### src/rtl/data_mem_arbiter.sv
// Two-port arbiter sharing the single-port data memory between the CPU datapath (port 0)
// and the debug/UART unit (port 1), with bounded-burst round-robin and tagged read return.
module data_mem_arbiter #(
  parameter int len_addr  = 11,
  parameter int len_data  = 16,
  parameter int max_burst = 4
) (
  input  logic                clk,
  input  logic                rst_n,
  input  logic                req_0,
  input  logic                req_1,
  input  logic                we_0,
  input  logic                we_1,
  input  logic [len_addr-1:0] addr_0,
  input  logic [len_addr-1:0] addr_1,
  input  logic [len_data-1:0] wdata_0,
  input  logic [len_data-1:0] wdata_1,
  output logic                gnt_0,
  output logic                gnt_1,
  output logic                rvalid_0,
  output logic                rvalid_1,
  output logic [len_data-1:0] rdata,
  output logic                mem_rd,
  output logic                mem_wr,
  output logic [len_addr-1:0] mem_addr,
  output logic [len_data-1:0] mem_wdata,
  input  logic [len_data-1:0] mem_rdata
);

  localparam int               CNT_W   = (max_burst < 1) ? 1 : $clog2(max_burst + 1);
  localparam logic [CNT_W-1:0] MAX_CNT = CNT_W'(max_burst);
  localparam logic [CNT_W-1:0] ONE_CNT = CNT_W'(1);

  typedef enum logic {
    PORT_0 = 1'b0,
    PORT_1 = 1'b1
  } port_e;

  port_e               r_owner;
  logic [CNT_W-1:0]    r_burst_cnt;
  logic                r_rv_pend;
  port_e               r_rv_port;
  logic [len_addr-1:0] r_last_addr;

  port_e               w_owner_nxt;
  logic [CNT_W-1:0]    w_burst_cnt_nxt;
  logic                w_rv_pend_nxt;
  port_e               w_rv_port_nxt;
  logic [len_addr-1:0] w_last_addr_nxt;

  port_e               w_winner;
  logic                w_grant;
  logic                w_sel_we;
  logic [len_addr-1:0] w_sel_addr;
  logic [len_data-1:0] w_sel_wdata;

  // Under contention the current owner keeps the memory until its burst is used up.
  always_comb begin
    // NOTE: every always_comb output gets a default first so no path can infer a latch.
    w_winner = r_owner;
    case ({req_1, req_0})
      2'b01:   w_winner = PORT_0;
      2'b10:   w_winner = PORT_1;
      2'b11:   w_winner = (r_burst_cnt < MAX_CNT) ? r_owner : port_e'(~r_owner);
      default: w_winner = r_owner;
    endcase
  end

  assign w_grant     = rst_n & (req_0 | req_1);
  assign w_sel_we    = (w_winner == PORT_1) ? we_1    : we_0;
  assign w_sel_addr  = (w_winner == PORT_1) ? addr_1  : addr_0;
  assign w_sel_wdata = (w_winner == PORT_1) ? wdata_1 : wdata_0;

  assign gnt_0 = w_grant & (w_winner == PORT_0);
  assign gnt_1 = w_grant & (w_winner == PORT_1);

  assign mem_rd    = w_grant & ~w_sel_we;
  assign mem_wr    = w_grant &  w_sel_we;
  // Idle cycles replay the last address so the memory output stays put.
  assign mem_addr  = w_grant ? w_sel_addr : (rst_n ? r_last_addr : '0);
  assign mem_wdata = w_grant ? w_sel_wdata : '0;

  assign rvalid_0 = rst_n & r_rv_pend & (r_rv_port == PORT_0);
  assign rvalid_1 = rst_n & r_rv_pend & (r_rv_port == PORT_1);
  assign rdata    = rst_n ? mem_rdata : '0;

  always_comb begin
    w_owner_nxt     = r_owner;
    w_burst_cnt_nxt = '0;
    w_rv_pend_nxt   = w_grant & ~w_sel_we;
    w_rv_port_nxt   = r_rv_port;
    w_last_addr_nxt = r_last_addr;
    if (w_grant) begin
      w_rv_port_nxt   = w_winner;
      w_last_addr_nxt = w_sel_addr;
      if (w_winner == r_owner) begin
        w_burst_cnt_nxt = (r_burst_cnt >= MAX_CNT) ? MAX_CNT : r_burst_cnt + ONE_CNT;
      end else begin
        w_owner_nxt     = w_winner;
        w_burst_cnt_nxt = ONE_CNT;
      end
    end
  end

  always_ff @(posedge clk) begin
    // NOTE: state registers use non-blocking assignment so every flop samples pre-edge values.
    if (!rst_n) begin
      r_owner     <= PORT_0;
      r_burst_cnt <= '0;
      r_rv_pend   <= 1'b0;
      r_rv_port   <= PORT_0;
      r_last_addr <= '0;
    end else begin
      r_owner     <= w_owner_nxt;
      r_burst_cnt <= w_burst_cnt_nxt;
      r_rv_pend   <= w_rv_pend_nxt;
      r_rv_port   <= w_rv_port_nxt;
      r_last_addr <= w_last_addr_nxt;
    end
  end

endmodule

### config.mk
export PLATFORM = sky130hd
export DESIGN_NAME = data_mem_arbiter
export DESIGN_NICKNAME = d
export VERILOG_FILES = /design/src/rtl/data_mem_arbiter.sv
export SDC_FILE = /design/constraint.sdc
export NUM_CORES = 1
export LEC_CHECK = 0
export BUFFER_PORTS_ARGS = -buffer_cell sky130_fd_sc_hd__buf_2
export CORE_AREA = 8 8 68 70
export CTS_CLUSTER_DIAMETER = 60
export DETAILED_ROUTE_END_ITERATION = 10
export DIE_AREA = 0 0 76 78
export PLACE_DENSITY = 0.84
export SKIP_LAST_GASP = 1
export SLEW_MARGIN = 20
export SYNTH_ARGS = -nofsm -noshare
export SYNTH_HDL_FRONTEND = slang
export SYNTH_SLANG_ARGS = --single-unit
### constraint.sdc
create_clock -name clk -period 1.9 [get_ports clk]
set_input_delay 0.19 -clock clk [delete_from_list [all_inputs] [get_ports clk]]
set_output_delay 0.19 -clock clk [all_outputs]
set_load 0.05 [all_outputs]
# [After elaboration in Yosys (flattened, before gate mapping)]
# Index checks and enable logic that the tools add are counted.
[totals] ff_bits=17 in_bits=76 word_cells=45
[classes] add_sub_neg=1 n_lt_le_gt_ge=2 n_eq_ne=4 n_mux=11 n_bitwise=16 n_reduce_logical=4
[op_table] cell="16-bit two-way mux" n=3
[op_table] cell="11-bit two-way mux" n=3
[op_table] cell="1-bit bitwise AND" n=8
[op_table] cell="1-bit inverter" n=7
[op_table] cell="2-bit equality test (second input constant)" n=2
[op_table] cell="2-bit AND reduction" n=2
[op_table] cell="4-bit OR reduction" n=1
[op_table] cell="3-bit by 1-bit adder with 3-bit output (second input constant)" n=1
[op_table] cell="3-bit greater-or-equal comparator (second input constant)" n=1
[op_table] cell="3-bit less-than comparator (second input constant)" n=1
[op_table] cell="1-bit two-way mux" n=3
[op_table] cell="3-bit two-way mux" n=1
[op_table] cell="1-bit one-hot mux with 3 select lines" n=1
[op_table] cell="3-bit AND reduction" n=1
[op_table] cell="2-bit by 1-bit equality test with 1-bit output (second input constant)" n=1
[op_table] cell="1-bit equality test" n=1
[op_table] cell="1-bit OR" n=1

# [Logic depth before layout (Yosys ltp)]
[depth] depth_word=6 depth_mapped=6

# [Worst setup path before layout]
# No wires, ideal clock.
[synth_timing] path_kind="input -> output" from="input port req_1" to="output port mem_wr" t_arrival_ps=1950 required_time_ps=1710 slack_ps=-240 stages=5 n_path_buf=1 path_cell_list="buf_2 -> inv_1 -> o21ai_0 -> a221oi_1 -> nor3_1"
[synth_via] elab_chain_cells=4 elab_cells_between_ends=8
[synth_lines] item="from (decl)" line="11" rtl="input logic req_1,"
[synth_lines] item="2-bit equality test or 2-bit by 1-bit equality test with 1-bit output (tied branches)" line="61" rtl="case ({req_1, req_0})"
[synth_lines] item="1-bit one-hot mux with 3 select lines" line="61"
[synth_lines] item="1-bit two-way mux" line="70" rtl="assign w_sel_we = (w_winner == PORT_1) ? we_1 : we_0;"
[synth_lines] item="1-bit bitwise AND *" line="78" rtl="assign mem_wr = w_grant & w_sel_we;"
[synth_lines] item="to (decl)" line="24" rtl="output logic mem_wr,"
# Every way passes the cells marked *; elsewhere a longest branch is shown, timed or not.

# [Worst setup path in the final report]
[layout_timing] from="register r_owner" to="output port mem_addr[6]"
[layout_via] elab_chain_cells=5
[layout_lines] item="from (decl)" line="39" rtl="port_e r_owner;"
[layout_lines] item="from (signal assigned)" line="114" rtl="r_owner <= w_owner_nxt;"
[layout_lines] item="1-bit inverter" line="64" rtl="2'b11: w_winner = (r_burst_cnt < MAX_CNT) ? r_owner : port_e'(~r_owner);"
[layout_lines] item="1-bit two-way mux" line="64"
[layout_lines] item="1-bit one-hot mux with 3 select lines *" line="61"
[layout_lines] item="11-bit two-way mux *" line="71" rtl="assign w_sel_addr = (w_winner == PORT_1) ? addr_1 : addr_0;"
[layout_lines] item="11-bit two-way mux *" line="80" rtl="assign mem_addr = w_grant ? w_sel_addr : (rst_n ? r_last_addr : '0);"
[layout_lines] item="to (decl)" line="25" rtl="output logic [len_addr-1:0] mem_addr,"
# Marked as above.

==> metrics.txt <==
status=finished clean; Startpoint Class=flip-flop; Setup Viol. Count Final=0; Total Power=approximately 1.2 mW; CTS Buf Count=3; leakage dissipation=1.185 nW; Crit. End Element=output port; number of I/O port buffers=124; GRT Residual Overflow=0; Routed Antenna Nets=0; Die Ht=78 µm; top cell type's share of synthesized area=29.63%; Synth Area in Adders=roughly 2.2%; clk slew on worst S/H paths=0.11 ns; core area=0.003551 mm²; commonest non-fill, non-tap cells in the layout=95 x buf_2, 36 x nand2_1, 26 x buf_6, 17 x and2_1, 15 x dfxtp_1; sequential share of the synthesized area=29.63%; post-DR wirelength/cell=16.45 µm; via/cell ratio=4.947; Max Fclk=530.4 MHz; Max stage delay on crit path=0.38 ns; Worst EP arrival=approximately 1.7 ns; Die Area=0.005928 mm²; multiplexer share of the synthesized area=0.8715%; Syn Nets=225; DRT Wirelength=5246 µm; slew margin rel.=roughly two thirds; register area=347.8 µm²; design area=~0.0021 mm²; asr flop ratio synth=0%; Pre-antenna DRT Iters=4; pin count of the biggest net entering global routing=30; initial antenna violation count=2; Worst Hold Class=in2reg; simple-gate share of the synthesized area=26.91%; post-synth cell types=31; H-tree Lvls=1; FP Rows=22; Total GRT Usage=between 10% and 20%; Max Slew Vio Count=0; initial detailed-routing violation count=48; most common cell after layout, fill and taps aside=buf_2; Post-Syn Area=0.001149 mm²; DP HPWL=3706 µm; Synth Register Bits=17; area occupied by multi-input gates=785.8 µm²; initial core utilization=between 30% and 40%; Fin Clk Skew=a little over 0.004 ns; Post-DP Area=0.001800 mm²; CTS tree=built; post-synth top area cell=dfxtp_1; Syn-to-layout area delta=86.93%; Die X=around 76 µm; WP data required=between 1.5 and 2 ns; fill count=331; placer congestion estimate=between 0.7 and 0.8; Worst Tran Pin Value=0.4733 ns; Syn. warnings=0; XOR/XNOR share of the synthesized area=less than 1%; critical path class=reg2out; Skew-Pair Late Insertion Delay=0.29 ns; Longest Clk Path Bufs=2; reg2reg path depth=5; drt drc=0; clk root buf=clkbuf_4; post-layout min period=between 1.5 and 2 ns; Final period util=99.23%; RSZ-0062 raised after global routing=yes; Post-synth EDFFs=0; top cells by area, synth=dfxtp_1 30%, nand2_1 12%, and2_1 9.3%; CP Max Fanout=7; hold path depth=3; CP cell instances=xor2_2 -> o211a_4 -> clkbuf_16 -> a22oi_2 -> nand2_1 -> buf_6; vias in the first global route=1,527; Sink Count=17; Layout Nets=350; # diodes=0; CP max-delay cell=dfxtp_4; largest family of logic cells by synthesized area=compound AO/OA/AOI/OAI gates; final-report hold violation count=0; Pwr per Cell Area=569.7 mW/mm²; Main synth FF type=dfxtp_1; Ports=125; maximum VDD drop=0.0003845 V; Synth Area per Inst=a little under 8 µm²; layout cells sized above 1=59.04%; cts-stage hold buffer count=0; total number of vias=approximately 1,600; Synth Instances=147; post-synthesis compound-gate area fraction=30.61%; first-pass GRT wire length=7148 µm; final core occ=about three fifths; max_cap viols=0
==> registers in the layout, summed over array words and instances, names as in the netlist <==
name	flops
r_rv_pend	1
r_rv_port	1
r_owner	1
r_last_addr	11
r_burst_cnt	3
==> kinds of logic (layout without fill, tap and decap cells) <==
| group | count (synthesis) | count (layout) |
|---|---|---|
| DFF | 17 | 17 |
| adders and majority gates | 2 | 2 |
| AOI/OAI and AO/OA | 44 | 44 |
| buffers and inverters | 17 | 141 |
| and+or+nand+nor | 65 | 65 |
| muxes | 1 | 1 |
| xor gates and xnor gates | 1 | 1 |
==> power by group <==
part           internal, mW  switching [mW]
clock                0.0781           0.118
combinational         0.242           0.393
sequential            0.381          0.0110
total                 0.701           0.522
==> path summary, 6_finish.rpt <==
| check | startpoint | endpoint | slack (ns) |
|---|---|---|---|
| setup / recovery | r_owner | mem_addr[6] | 0.01 |
| hold / removal | addr_1[10] | r_last_addr[10] | 0.11 |
| setup reg to reg | r_owner | r_last_addr[7] | 0.57 |
| hold reg to reg | r_last_addr[10] | r_last_addr[10] | 0.45 |
==> layer usage <==
layer | vias to the layer above | global-route usage, % | share of wire, %
li1 | 758 | - | -
met1 | 726 | 14.26 | 35
met2 | 82 | 25.96 | 54
met3 | 8 | 6.567 | 9.6
met4 | 4 | 4.706 | 0.99
met5 | - | 0 | 0.51
==> cells in the mapped netlist, drive strengths merged, types with 2 or more instances <==
cell and n:
nor2 3, nand2 36, and2b 2, and2 17, a22o 16, a22oi 12, inv 6, and3 2
a21oi 3, buf 6, ha 2, clkbuf 5, o21ba 2, dfxtp 17, o21ai 5, nor3 2
nor2b 3
==> worst max-delay path: cells and delay by family, from the launching register on <==
kind | cells | cell delay (ns)
buf+inv | 2 | 0.33
simple gates | 1 | 0.09
compound gates | 2 | 0.42
xor+xnor | 1 | 0.19
flops | 1 | 0.38
==> final cells by class <==
type / count / share of cell area, %
timing repair buffer: 131 / 42.07
multi-input combinational: 113 / 36.60
sequential: 17 / 16.20
tap: 48 / 2.797
clock buffer: 3 / 1.049
inverter: 6 / 1.049
clock inverter: 1 / 0.2331
==> repair_timing <==
item                       4_1_cts  5_1_grt
hold endpoints to repair         0        0
pin swaps                        0        9
setup buffers                    0        2
cloned                           0        2
setup endpoints to repair       29       30
gates resized for setup         32       42
==> metrics by stage <==
step	setup WS, ns	hold WS (ns)	std cells	TNS (ns)
floorplan	0.07142	0.3372	147	0
global placement	0.2365	0.4188	311	0
detailed placement	0.1986	0.4256	311	0
CTS	-0.03659	0.1223	315	-0.2553
global route	-0.09195	0.1003	319	-0.9952
finish	0.01468	0.1130	319	0
Note: power is estimated with default switching activity, not from simulation.
